## src/rtl/instr_decode_pipe_if.sv

```systemverilog
// instr_decode_pipe_if
//   Bundles the two valid/ready channels of the decode stage.
//   fetched_* : raw instruction word and its pc, flowing into the pipe.
//   decoded_* : decoded fields, resolved operand values and illegal flag,
//               flowing out of the pipe.
//   Modports:
//     master : the surrounding pipeline (drives fetched_*, consumes decoded_*)
//     slave  : the decode pipe itself
//   op encoding : 0 LOAD, 1 MISC_MEM, 2 OP_IMM, 3 AUIPC, 4 STORE, 5 OP,
//                 6 LUI, 7 BRANCH, 8 JALR, 9 JAL, 10 SYSTEM, 15 INSTR_INVAL
//   fmt encoding: 0 R, 1 I, 2 S, 3 B, 4 U, 5 J
interface instr_decode_pipe_if;
   logic        fetched_valid;
   logic        fetched_ready;
   logic [31:0] fetched_raw;
   logic [31:0] fetched_pc;

   logic        decoded_valid;
   logic        decoded_ready;
   logic [3:0]  decoded_op;
   logic [2:0]  decoded_fmt;
   logic [4:0]  decoded_rd;
   logic [4:0]  decoded_rs1;
   logic [4:0]  decoded_rs2;
   logic [2:0]  decoded_funct3;
   logic [31:0] decoded_imm;
   logic [31:0] decoded_rs1_val;
   logic [31:0] decoded_rs2_val;
   logic [31:0] decoded_pc;
   logic        decoded_illegal;

   modport master (
      output fetched_valid, fetched_raw, fetched_pc, decoded_ready,
      input  fetched_ready,
      input  decoded_valid, decoded_op, decoded_fmt, decoded_rd, decoded_rs1,
             decoded_rs2, decoded_funct3, decoded_imm, decoded_rs1_val,
             decoded_rs2_val, decoded_pc, decoded_illegal
   );

   modport slave (
      input  fetched_valid, fetched_raw, fetched_pc, decoded_ready,
      output fetched_ready,
      output decoded_valid, decoded_op, decoded_fmt, decoded_rd, decoded_rs1,
             decoded_rs2, decoded_funct3, decoded_imm, decoded_rs1_val,
             decoded_rs2_val, decoded_pc, decoded_illegal
   );
endinterface

```

## src/rtl/instr_decode_pipe.sv

```systemverilog
// instr_decode_pipe
//   RV32 instruction decode stage with operand read/forwarding and a small
//   in-order output buffer.
//   Ports:
//     clk          rising-edge clock
//     rst          synchronous active-high reset
//     bus          instr_decode_pipe_if.slave (fetched in, decoded out)
//     o_rs_idx     regfile read indices {rs2, rs1}, combinational from fetched raw
//     i_rs_val     regfile read data, same cycle
//     i_bp_valid   per-port writeback forwarding strobe
//     i_bp_idx     per-port forwarded destination register
//     i_bp_val     per-port forwarded value
//     i_flush      drop buffered and incoming instructions
//     o_count      number of occupied buffer entries
module instr_decode_pipe #(
   parameter int DEPTH   = 2,
   parameter int NBYPASS = 2,
   localparam int NBP    = (NBYPASS > 0) ? NBYPASS : 1,
   localparam int CW     = $clog2(DEPTH + 1),
   localparam int PW     = (DEPTH > 1) ? $clog2(DEPTH) : 1
) (
   input  logic                  clk,
   input  logic                  rst,
   instr_decode_pipe_if.slave    bus,
   output logic [1:0][4:0]       o_rs_idx,
   input  logic [1:0][31:0]      i_rs_val,
   input  logic [NBP-1:0]        i_bp_valid,
   input  logic [NBP-1:0][4:0]   i_bp_idx,
   input  logic [NBP-1:0][31:0]  i_bp_val,
   input  logic                  i_flush,
   output logic [CW-1:0]         o_count
);

   localparam logic [3:0] OP_LOAD   = 4'd0;
   localparam logic [3:0] OP_MISC   = 4'd1;
   localparam logic [3:0] OP_OPIMM  = 4'd2;
   localparam logic [3:0] OP_AUIPC  = 4'd3;
   localparam logic [3:0] OP_STORE  = 4'd4;
   localparam logic [3:0] OP_OP     = 4'd5;
   localparam logic [3:0] OP_LUI    = 4'd6;
   localparam logic [3:0] OP_BRANCH = 4'd7;
   localparam logic [3:0] OP_JALR   = 4'd8;
   localparam logic [3:0] OP_JAL    = 4'd9;
   localparam logic [3:0] OP_SYSTEM = 4'd10;
   localparam logic [3:0] OP_INVAL  = 4'd15;

   localparam logic [2:0] FMT_R = 3'd0;
   localparam logic [2:0] FMT_I = 3'd1;
   localparam logic [2:0] FMT_S = 3'd2;
   localparam logic [2:0] FMT_B = 3'd3;
   localparam logic [2:0] FMT_U = 3'd4;
   localparam logic [2:0] FMT_J = 3'd5;

   localparam logic [CW-1:0] DEPTH_C = CW'(DEPTH);
   localparam logic [PW-1:0] LAST_C  = PW'(DEPTH - 1);

   typedef struct packed {
      logic [3:0]  op;
      logic [2:0]  fmt;
      logic [4:0]  rd;
      logic [4:0]  rs1;
      logic [4:0]  rs2;
      logic [2:0]  funct3;
      logic [31:0] imm;
      logic [31:0] rs1_val;
      logic [31:0] rs2_val;
      logic [31:0] pc;
      logic        illegal;
   } entry_t;

   entry_t          r_mem [DEPTH];
   logic [PW-1:0]   r_head;
   logic [PW-1:0]   r_tail;
   logic [CW-1:0]   r_count;

   logic [31:0]     w_raw;
   logic [3:0]      w_op;
   logic [2:0]      w_fmt;
   logic            w_ill;
   entry_t          w_dec;
   entry_t          w_new;
   logic [32:0]     w_acc1;
   logic [32:0]     w_acc2;
   logic [32:0]     w_fwd1 [DEPTH];
   logic [32:0]     w_fwd2 [DEPTH];
   logic            w_ready;
   logic            w_push;
   logic            w_pop;

   // {hit, value}; later ports override earlier ones, x0 never matches.
   function automatic logic [32:0] fwd_lookup(
      input logic [4:0]            idx,
      input logic [NBP-1:0]        bv,
      input logic [NBP-1:0][4:0]   bi,
      input logic [NBP-1:0][31:0]  bd
   );
      logic [32:0] res;
      res = '0;
      for (int p = 0; p < NBYPASS; p++) begin
         if (bv[p] && (bi[p] == idx) && (idx != 5'd0)) res = {1'b1, bd[p]};
      end
      return res;
   endfunction

   function automatic logic [PW-1:0] ptr_inc(input logic [PW-1:0] p);
      return (p == LAST_C) ? '0 : p + 1'b1;
   endfunction

   assign w_raw = bus.fetched_raw;

   always_comb begin
      w_op  = OP_INVAL;
      w_fmt = FMT_I;
      w_ill = 1'b1;
      if (w_raw[1:0] == 2'b11) begin
         w_ill = 1'b0;
         case (w_raw[6:2])
            5'b00000: begin w_op = OP_LOAD;   w_fmt = FMT_I; end
            5'b00011: begin w_op = OP_MISC;   w_fmt = FMT_I; end
            5'b00100: begin w_op = OP_OPIMM;  w_fmt = FMT_I; end
            5'b00101: begin w_op = OP_AUIPC;  w_fmt = FMT_U; end
            5'b01000: begin w_op = OP_STORE;  w_fmt = FMT_S; end
            5'b01100: begin w_op = OP_OP;     w_fmt = FMT_R; end
            5'b01101: begin w_op = OP_LUI;    w_fmt = FMT_U; end
            5'b11000: begin w_op = OP_BRANCH; w_fmt = FMT_B; end
            5'b11001: begin w_op = OP_JALR;   w_fmt = FMT_I; end
            5'b11011: begin w_op = OP_JAL;    w_fmt = FMT_J; end
            5'b11100: begin w_op = OP_SYSTEM; w_fmt = FMT_I; end
            default:  begin w_op = OP_INVAL;  w_fmt = FMT_I; w_ill = 1'b1; end
         endcase
      end
   end

   always_comb begin
      w_dec         = '0;
      w_dec.op      = w_op;
      w_dec.fmt     = w_fmt;
      w_dec.illegal = w_ill;
      w_dec.pc      = bus.fetched_pc;
      w_dec.funct3  = w_raw[14:12];
      w_dec.rd      = w_raw[11:7];
      w_dec.rs1     = w_raw[19:15];
      w_dec.rs2     = w_raw[24:20];
      case (w_fmt)
         FMT_U, FMT_J: begin w_dec.rs1 = 5'd0; w_dec.rs2 = 5'd0; end
         FMT_I:        w_dec.rs2 = 5'd0;
         FMT_S, FMT_B: w_dec.rd  = 5'd0;
         default:      ;
      endcase
      case (w_fmt)
         FMT_S:   w_dec.imm = {{20{w_raw[31]}}, w_raw[31:25], w_raw[11:7]};
         FMT_B:   w_dec.imm = {{19{w_raw[31]}}, w_raw[31], w_raw[7], w_raw[30:25],
                               w_raw[11:8], 1'b0};
         FMT_U:   w_dec.imm = {w_raw[31:12], 12'b0};
         FMT_J:   w_dec.imm = {{11{w_raw[31]}}, w_raw[31], w_raw[19:12], w_raw[20],
                               w_raw[30:21], 1'b0};
         default: w_dec.imm = {{20{w_raw[31]}}, w_raw[31:20]};
      endcase
   end

   assign o_rs_idx[0] = w_dec.rs1;
   assign o_rs_idx[1] = w_dec.rs2;

   always_comb begin
      w_acc1 = fwd_lookup(w_dec.rs1, i_bp_valid, i_bp_idx, i_bp_val);
      w_acc2 = fwd_lookup(w_dec.rs2, i_bp_valid, i_bp_idx, i_bp_val);
      w_new  = w_dec;
      if (w_dec.rs1 == 5'd0)  w_new.rs1_val = '0;
      else if (w_acc1[32])    w_new.rs1_val = w_acc1[31:0];
      else                    w_new.rs1_val = i_rs_val[0];
      if (w_dec.rs2 == 5'd0)  w_new.rs2_val = '0;
      else if (w_acc2[32])    w_new.rs2_val = w_acc2[31:0];
      else                    w_new.rs2_val = i_rs_val[1];
   end

   always_comb begin
      for (int i = 0; i < DEPTH; i++) begin
         w_fwd1[i] = fwd_lookup(r_mem[i].rs1, i_bp_valid, i_bp_idx, i_bp_val);
         w_fwd2[i] = fwd_lookup(r_mem[i].rs2, i_bp_valid, i_bp_idx, i_bp_val);
      end
   end

   // A full buffer can still accept when the head leaves in the same cycle.
   assign w_ready = !i_flush && ((r_count < DEPTH_C) || bus.decoded_ready);
   assign w_push  = bus.fetched_valid && w_ready;
   assign w_pop   = (r_count != '0) && bus.decoded_ready && !i_flush;

   // Stale entries (including free slots) may be refreshed harmlessly; the
   // push write comes last so it wins over any refresh of the tail slot.
   always_ff @(posedge clk) begin
      for (int i = 0; i < DEPTH; i++) begin
         if (w_fwd1[i][32]) r_mem[i].rs1_val <= w_fwd1[i][31:0];
         if (w_fwd2[i][32]) r_mem[i].rs2_val <= w_fwd2[i][31:0];
      end
      if (w_push) r_mem[r_tail] <= w_new;
   end

   always_ff @(posedge clk) begin
      if (rst || i_flush) begin
         r_head  <= '0;
         r_tail  <= '0;
         r_count <= '0;
      end else begin
         if (w_push) r_tail <= ptr_inc(r_tail);
         if (w_pop)  r_head <= ptr_inc(r_head);
         case ({w_push, w_pop})
            2'b10:   r_count <= r_count + 1'b1;
            2'b01:   r_count <= r_count - 1'b1;
            default: r_count <= r_count;
         endcase
      end
   end

   assign o_count              = r_count;
   assign bus.fetched_ready    = w_ready;
   assign bus.decoded_valid    = (r_count != '0);
   assign bus.decoded_op       = r_mem[r_head].op;
   assign bus.decoded_fmt      = r_mem[r_head].fmt;
   assign bus.decoded_rd       = r_mem[r_head].rd;
   assign bus.decoded_rs1      = r_mem[r_head].rs1;
   assign bus.decoded_rs2      = r_mem[r_head].rs2;
   assign bus.decoded_funct3   = r_mem[r_head].funct3;
   assign bus.decoded_imm      = r_mem[r_head].imm;
   assign bus.decoded_rs1_val  = r_mem[r_head].rs1_val;
   assign bus.decoded_rs2_val  = r_mem[r_head].rs2_val;
   assign bus.decoded_pc       = r_mem[r_head].pc;
   assign bus.decoded_illegal  = r_mem[r_head].illegal;

endmodule

```

## src/flat_wrapper.sv

```systemverilog
// flat-port wrapper written by rule: the top's interface ports become plain ports
module instr_decode_pipe_flat 
#(
   parameter int DEPTH   = 2,
   parameter int NBYPASS = 2,
   localparam int NBP    = (NBYPASS > 0) ? NBYPASS : 1,
   localparam int CW     = $clog2(DEPTH + 1),
   localparam int PW     = (DEPTH > 1) ? $clog2(DEPTH) : 1
)
  (clk, rst, o_rs_idx, i_rs_val, i_bp_valid, i_bp_idx, i_bp_val, i_flush, o_count, bus_fetched_valid, bus_fetched_raw, bus_fetched_pc, bus_decoded_ready, bus_fetched_ready, bus_decoded_valid, bus_decoded_op, bus_decoded_fmt, bus_decoded_rd, bus_decoded_rs1, bus_decoded_rs2, bus_decoded_funct3, bus_decoded_imm, bus_decoded_rs1_val, bus_decoded_rs2_val, bus_decoded_pc, bus_decoded_illegal);
  instr_decode_pipe_if bus_i ();
  input  logic clk;
  input  logic rst;
  output logic [1:0][4:0] o_rs_idx;
  input  logic [1:0][31:0] i_rs_val;
  input  logic [NBP-1:0] i_bp_valid;
  input  logic [NBP-1:0][4:0] i_bp_idx;
  input  logic [NBP-1:0][31:0] i_bp_val;
  input  logic i_flush;
  output logic [CW-1:0] o_count;
  input wire logic [$bits(bus_i.fetched_valid)-1:0] bus_fetched_valid;
  input wire logic [$bits(bus_i.fetched_raw)-1:0] bus_fetched_raw;
  input wire logic [$bits(bus_i.fetched_pc)-1:0] bus_fetched_pc;
  input wire logic [$bits(bus_i.decoded_ready)-1:0] bus_decoded_ready;
  output wire logic [$bits(bus_i.fetched_ready)-1:0] bus_fetched_ready;
  output wire logic [$bits(bus_i.decoded_valid)-1:0] bus_decoded_valid;
  output wire logic [$bits(bus_i.decoded_op)-1:0] bus_decoded_op;
  output wire logic [$bits(bus_i.decoded_fmt)-1:0] bus_decoded_fmt;
  output wire logic [$bits(bus_i.decoded_rd)-1:0] bus_decoded_rd;
  output wire logic [$bits(bus_i.decoded_rs1)-1:0] bus_decoded_rs1;
  output wire logic [$bits(bus_i.decoded_rs2)-1:0] bus_decoded_rs2;
  output wire logic [$bits(bus_i.decoded_funct3)-1:0] bus_decoded_funct3;
  output wire logic [$bits(bus_i.decoded_imm)-1:0] bus_decoded_imm;
  output wire logic [$bits(bus_i.decoded_rs1_val)-1:0] bus_decoded_rs1_val;
  output wire logic [$bits(bus_i.decoded_rs2_val)-1:0] bus_decoded_rs2_val;
  output wire logic [$bits(bus_i.decoded_pc)-1:0] bus_decoded_pc;
  output wire logic [$bits(bus_i.decoded_illegal)-1:0] bus_decoded_illegal;
  assign bus_i.fetched_valid = bus_fetched_valid;
  assign bus_i.fetched_raw = bus_fetched_raw;
  assign bus_i.fetched_pc = bus_fetched_pc;
  assign bus_i.decoded_ready = bus_decoded_ready;
  assign bus_fetched_ready = bus_i.fetched_ready;
  assign bus_decoded_valid = bus_i.decoded_valid;
  assign bus_decoded_op = bus_i.decoded_op;
  assign bus_decoded_fmt = bus_i.decoded_fmt;
  assign bus_decoded_rd = bus_i.decoded_rd;
  assign bus_decoded_rs1 = bus_i.decoded_rs1;
  assign bus_decoded_rs2 = bus_i.decoded_rs2;
  assign bus_decoded_funct3 = bus_i.decoded_funct3;
  assign bus_decoded_imm = bus_i.decoded_imm;
  assign bus_decoded_rs1_val = bus_i.decoded_rs1_val;
  assign bus_decoded_rs2_val = bus_i.decoded_rs2_val;
  assign bus_decoded_pc = bus_i.decoded_pc;
  assign bus_decoded_illegal = bus_i.decoded_illegal;
  instr_decode_pipe #(.DEPTH(DEPTH), .NBYPASS(NBYPASS)) u_core (.clk(clk), .rst(rst), .bus(bus_i), .o_rs_idx(o_rs_idx), .i_rs_val(i_rs_val), .i_bp_valid(i_bp_valid), .i_bp_idx(i_bp_idx), .i_bp_val(i_bp_val), .i_flush(i_flush), .o_count(o_count));
endmodule
```

## config.mk

```make
export PLATFORM = sky130hd
export DESIGN_NAME = instr_decode_pipe_flat
export DESIGN_NICKNAME = d
export VERILOG_FILES = /design/src/rtl/instr_decode_pipe_if.sv /design/src/rtl/instr_decode_pipe.sv /design/src/flat_wrapper.sv
export SDC_FILE = /design/constraint.sdc
export NUM_CORES = 1
export LEC_CHECK = 0
export CAP_MARGIN = 15
export CORE_MARGIN = 2
export CORE_UTILIZATION = 56
export DETAILED_ROUTE_END_ITERATION = 7
export PLACE_DENSITY_LB_ADDON = 0.3
export SYNTH_ARGS = -nofsm -noshare
export SYNTH_HDL_FRONTEND = slang
export SYNTH_SLANG_ARGS = --single-unit
```

## constraint.sdc

```tcl
create_clock -name clk -period 8.7 [get_ports clk]
set_input_delay 1.74 -clock clk [delete_from_list [all_inputs] [get_ports clk]]
set_output_delay 1.74 -clock clk [all_outputs]
set_load 0.03 [all_outputs]
```

==> results of run 1 <==
## cells in the final DEF (no fill, tap or decap), types with 30 or more instances in the layout
cell | netlist | routed
a221oi_2 | 30 | 30
nor3_1 | 78 | 78
edfxtp_1 | 308 | 308
inv_1 | 69 | 69
o32ai_1 | 66 | 66
clkbuf_16 | 0 | 36
nor2_1 | 82 | 79
mux2_2 | 154 | 154
nand2_1 | 45 | 45
xnor2_1 | 47 | 46
nand3_1 | 97 | 97
o221ai_1 | 64 | 64
mux2i_1 | 96 | 96
clkdlybuf4s50_1 | 0 | 375
## per-layer routing
layer,up-vias,GRT usage,share of wire
li1,6113,-,-
met1,6745,0.406,0.36
met5,-,0.0119,0.0010
met4,2,0.152,0.041
met2,1010,0.548,0.49
met3,161,0.0648,0.11
## power by group through the flow
stage | Combinational, mW | Sequential [mW] | Clock [mW]
detailed placement | 0.550 | 1.75 | 0
floorplan | 0.286 | 1.75 | 0
finish | 0.561 | 1.72 | 1.42
global route | 0.584 | 1.72 | 1.49
CTS | 0.554 | 1.72 | 1.43
global placement | 0.540 | 1.75 | 0
## flip-flops by register name, summed over array words and instances (netlist names), named ones only
| signal | flops |
|---|---|
| u_core.r_mem | 308 |
| u_core.o_count | 2 |
| u_core.r_head | 1 |
| u_core.r_tail | 1 |
## cells in the mapped netlist (4+ instances only)
| master | n |
|---|---|
| a21o_1 | 8 |
| a21oi_1 | 5 |
| a221oi_2 | 30 |
| and2_1 | 20 |
| buf_2 | 13 |
| buf_4 | 10 |
| buf_6 | 6 |
| clkbuf_1 | 108 |
| dfxtp_1 | 5 |
| edfxtp_1 | 308 |
| inv_1 | 69 |
| mux2_2 | 154 |
| mux2i_1 | 96 |
| nand2_1 | 45 |
| nand3_1 | 97 |
| nand4_1 | 12 |
| nor2_1 | 82 |
| nor2b_1 | 8 |
| nor3_1 | 78 |
| nor4_1 | 5 |
| o211ai_1 | 4 |
| o21ai_0 | 15 |
| o221ai_1 | 64 |
| o32ai_1 | 66 |
| or2_2 | 4 |
| xnor2_1 | 47 |
| xor2_1 | 17 |
## stage by stage
step | hold slack [ps] | utilization
2_1_floorplan | 520 | -
3_3_place_gp | 533 | 0.696
3_5_place_dp | 540 | 0.696
4_1_cts | 555 | 0.732
5_1_grt | 620 | 0.733
6_report | 552 | 0.733
## final cells by class
cell class                 instances  share of cell area
antenna                            8            0.000895
clock buffer                      43              0.0415
clock inverter                    19             0.00722
inverter                          70              0.0118
multi-input combinational        898               0.322
sequential                       313               0.418
tap                              396              0.0222
timing repair buffer             400               0.176
## kinds of logic after synthesis
group	share of synthesized area
multiplexers	0.156
AO/OA/AOI/OAI	0.113
flip-flops	0.541
adder cells (fa/ha/maj)	0.000724
buffers and inverters	0.0507
AND/OR/NAND/NOR	0.106
XOR/XNOR	0.0324
## final timing paths
check                      from                  end  slack [ps]
max          bus_fetched_raw[3]          o_rs_idx[8]        2670
min               u_core.r_head        u_core.r_head         550
max reg2reg   u_core.o_count[1]  u_core.r_mem[0][60]        5520
min reg2reg       u_core.r_head        u_core.r_head         550
## worst register-to-register path, delay by kind of cell (launching register included)
| family | cells | cell delay (ps) |
|---|---|---|
| AND/OR/NAND/NOR | 3 | 1180 |
| AO/OA/AOI/OAI | 2 | 1030 |
| buffers and inverters | 1 | 430 |
| flip-flops | 1 | 340 |
==> flow_metrics.py, run 1 <==
metrics = {
    "floorplanning": {
        "row_count": 64,
        "die_y_um": 180,
        "core-area_mm2": 0.0305,
        "ios": 377,
        "die_area_mm2": 0.0323,
        "initial_utilization": 0.567,
        "fp.dieW_um": 180,
    },
    "drt": {
        "wl_um": 54400,
        "via_count": 14000,
        "drcViolationCount": 0,
        "drt_iter0_markers": 1436,
        "dr.pass1.iters": 5,
        "viasPerCell": 6.54,
        "ant_nets": 0,
        "wire_per_inst_um": 25.3,
    },
    "worst_setup_path": {
        "path_common_cell": "clkdlybuf4s50_1",
        "reg2reg_depth": 6,
        "cp.depth": 5,
        "setup.worst_path.start_class": "input pin",
        "cp_max_fo": 12,
        "arrival_ps": 4290,
        "end_kind": "output pin",
        "crit_buf_inv": 2,
        "cp.required_ps": 6960,
        "path_cells": "clkdlybuf4s50_1 > nand3b_1 > nor3_1 > and2_1 > clkdlybuf4s50_1",
        "slowest_stage": "clkdlybuf4s50_1",
        "slowest_delay_ps": 720,
        "cp_top_family": "buffers and inverters",
        "critPathKind": "input pin to output pin",
    },
    "clock_network": {
        "cts_hold_buf": 0,
        "cts_root_buf": "clkbuf_16",
        "path_clk_slew_ps": 50,
        "cts_buffer_depth": 3,
        "post_cts_resized": 0,
        "numCtsBuffers": 36,
        "clk_latency_ps": 520,
        "cts_tree": "done",
        "post-cts-setup-buffer-count": 0,
        "cts_sinks": 313,
        "htree_levels": 2,
    },
    "sta": {
        "fmax_mhz": 166,
        "fin_ws_ps": 2670,
        "fin_tns_setup_ps": 0,
        "worst_slew_pin_slew_ps": 1250,
        "relSlewSlack": 0.164,
        "finalCritPeriodShare": 0.693,
        "timing.clock.skew_ps": 13.3,
        "min_period_ps": 6030,
        "slew_violations": 0,
        "rsz0062_at_grt": "false",
        "setup_viol": 0,
        "hold_viol": 0,
    },
    "layout": {
        "stdcell_area_mm2": 0.0224,
        "fill_cells": 2082,
        "instances_no_fill": 2147,
        "regArea_mm2": 0.00935,
        "fin_nets": 1929,
        "final_layout_size_suffix_gt1_frac": 0.165,
        "multi_input_comb_area_mm2": 0.00720,
        "syn_to_final_growth_pct": 29.3,
    },
    "logic_synthesis": {
        "ys_ff_latch": 313,
        "synthCells": 1418,
        "syn_area_per_cell_um2": 12.2,
        "synthArstFlopShare": 0,
        "synth_ff_type": "edfxtp_1",
        "synth_edf_count": 308,
        "synth_area_leaders": "edfxtp_1 (53%), mux2_2 (10%), mux2i_1 (5.6%)",
        "ys_seq_area_frac": 0.541,
        "synth_top_area_frac": 0.535,
        "synth_nets": 1628,
        "syn_area_mm2": 0.0173,
        "yosysTopAreaCell": "edfxtp_1",
        "yosysWarnings": 0,
        "yosysUniqueCellTypes": 55,
    },
    "power": {
        "max-vdd-ir-drop_mv": 0.168,
        "combPwrFrac": 0.152,
        "cellPowerDensity_mw_per_mm2": 165,
        "internal-power_mw": 2.77,
        "netSwitchingFraction": 0.251,
        "clockPowerShare": 0.384,
        "leakagePower_nw": 7.85,
        "power_frac_seq": 0.465,
        "switchingPower_mw": 0.929,
        "p_total_mw": 3.70,
    },
    "hold_path": {
        "hold-path-cell-count": 2,
        "hp-class": "flip-flop to flip-flop",
    },
    "run_status": {
        "outcome": "completed",
    },
    "grt": {
        "grt_pass1_wl_um": 82500,
        "grtUsageTotal": 0.326,
        "grt_max_degree": 66,
        "antenna_found_initial": 8,
        "grt_pass1_vias": 14600,
        "grt_overflow": 0,
    },
    "placement": {
        "gp_congestion": 0.859,
        "dpl_cell_area_mm2": 0.0212,
        "dp_hpwl_um": 34400,
        "dp_worst_setup_slack_ps": 2770,
        "port_buffers": 376,
        "dp.cells": 2077,
    },
    "flow_run": {
        "drv_cap": 0,
    },
}
Note: power is estimated with default switching activity, not from simulation.
==> run 2: changes to the inputs <==
--- a/config.mk
+++ b/config.mk
@@ -7,7 +7,7 @@
 export LEC_CHECK = 0
 export CAP_MARGIN = 15
 export CORE_MARGIN = 2
-export CORE_UTILIZATION = 56
+export CORE_UTILIZATION = 52
 export DETAILED_ROUTE_END_ITERATION = 7
 export PLACE_DENSITY_LB_ADDON = 0.3
 export SYNTH_ARGS = -nofsm -noshare
==> constraint.sdc (replaced) <==
create_clock -name clk -period 5.9 [get_ports clk]
set_input_delay 1.18 -clock clk [delete_from_list [all_inputs] [get_ports clk]]
set_output_delay 1.18 -clock clk [all_outputs]
set_load 0.03 [all_outputs]
==> flow_metrics.py, run 2 (synthesized netlist as in run 1, its figures left out) <==
metrics = {
    "sta": {
        "worst_slew_pin_slew_ps": 1220,
        "fin_ws_ps": 1060,
        "timing.clock.skew_ps": 18.0,
        "relSlewSlack": 0.189,
        "min_period_ps": 4840,
        "setup_viol": 0,
        "finalCritPeriodShare": 0.820,
        "rsz0062_at_grt": "false",
        "fmax_mhz": 207,
        "slew_violations": 0,
        "hold_viol": 0,
        "fin_tns_setup_ps": 0,
    },
    "worst_setup_path": {
        "path_common_cell": "clkdlybuf4s50_1",
        "setup.worst_path.start_class": "input pin",
        "cp_max_fo": 12,
        "end_kind": "output pin",
        "path_cells": "clkdlybuf4s50_1 > nand3b_1 > nor3_1 > and2_1 > clkdlybuf4s50_1",
        "slowest_stage": "clkdlybuf4s50_1",
        "cp.required_ps": 4720,
        "arrival_ps": 3660,
        "critPathKind": "input pin to output pin",
        "slowest_delay_ps": 750,
    },
    "placement": {
        "gp_congestion": 0.900,
        "port_buffers": 376,
        "dp_hpwl_um": 35000,
        "dp_worst_setup_slack_ps": 747,
    },
    "drt": {
        "dr.pass1.iters": 5,
        "drt_iter0_markers": 1901,
        "viasPerCell": 6.42,
        "wire_per_inst_um": 25.3,
        "ant_nets": 0,
        "drcViolationCount": 0,
        "via_count": 14100,
        "wl_um": 55700,
    },
    "clock_network": {
        "cts_hold_buf": 0,
        "clk_latency_ps": 520,
        "cts_buffer_depth": 3,
        "numCtsBuffers": 36,
        "htree_levels": 2,
        "post-cts-setup-buffer-count": 0,
        "cts_sinks": 313,
        "post_cts_resized": 0,
        "cts_root_buf": "clkbuf_16",
        "path_clk_slew_ps": 60,
        "cts_tree": "done",
    },
    "layout": {
        "fill_cells": 2354,
        "layout_common_cells": "clkdlybuf4s50_1 (375), edfxtp_1 (308), mux2_2 (154), nand3_1 (97), mux2i_1 (96)",
        "top_register": "u_core.r_mem",
        "fin_util": 0.689,
        "fin_nets": 1938,
        "largest_reg_flops": 308,
        "syn_to_final_growth_pct": 30.0,
        "layout_commonest_cell": "clkdlybuf4s50_1",
        "final_layout_size_suffix_gt1_frac": 0.167,
    },
    "grt": {
        "antenna_found_initial": 8,
        "grt_overflow": 0,
        "grt_pass1_vias": 14400,
        "grtUsageTotal": 0.311,
        "grt_pass1_wl_um": 84100,
        "grt_max_degree": 85,
    },
    "run_status": {
        "outcome": "completed",
    },
    "floorplanning": {
        "die_area_mm2": 0.0347,
        "row_count": 66,
        "initial_utilization": 0.530,
        "core-area_mm2": 0.0326,
        "ios": 377,
        "die_y_um": 186,
        "fp.dieW_um": 186,
    },
    "power": {
        "cellPowerDensity_mw_per_mm2": 240,
        "leakagePower_nw": 7.88,
        "max-vdd-ir-drop_mv": 0.248,
    },
    "hold_path": {
        "hp-class": "flip-flop to flip-flop",
    },
    "flow_run": {
        "drv_cap": 0,
    },
}
[run 2: final timing paths]
check                  startpoint             endpoint  slack [ps]  depth (start not counted)
min                 u_core.r_head            flip-flop         560                          2
min reg2reg         u_core.r_head            flip-flop         560                          2
max            bus_fetched_raw[3]          o_rs_idx[9]        1060                          5
max reg2reg  u_core.r_mem[1][134]  u_core.r_mem[1][33]        2840                          5
[run 2: critical path: cells and delay by family]
kind,cells,cell delay (ps)
buffers and inverters,2,1370
and+or+nand+nor,3,1110
[run 2: metrics by stage]
step | hold slack [ps] | power (mW) | instances | instance area [um2]
floorplan | 520 | 3.00 | 1418 | 17300
global placement | 543 | 3.38 | 2130 | 21400
detailed placement | 549 | 3.39 | 2130 | 21400
CTS | 559 | 5.41 | 2191 | 22400
global route | 595 | 5.55 | 2199 | 22500
finish | 563 | 5.40 | 2200 | 22500
[run 2: final cells by class]
type                            count  area [um2]  area share
Antenna cell                        7        17.5    0.000779
Clock buffer                       49         970      0.0431
Clock inverter                     12        76.3     0.00340
Inverter                           70         263      0.0117
Multi-Input combinational cell    898        7190       0.320
Sequential cell                   313        9350       0.416
Tap cell                          442         553      0.0246
Timing Repair Buffer              409        4050       0.180
[run 2: power by group]
group	switching [mW]	leakage, nW	internal [mW]	total, mW
Combinational	0.472	4.35	0.357	0.830
Clock	0.884	0.509	1.15	2.04
Sequential	0.0200	3.02	2.51	2.53
[run 2: per-layer routing]
layer | GRT usage | part of all wire
met2 | 0.499 | 0.48
met5 | 0 | 0.0014
met3 | 0.0619 | 0.099
met1 | 0.406 | 0.38
met4 | 0.150 | 0.043
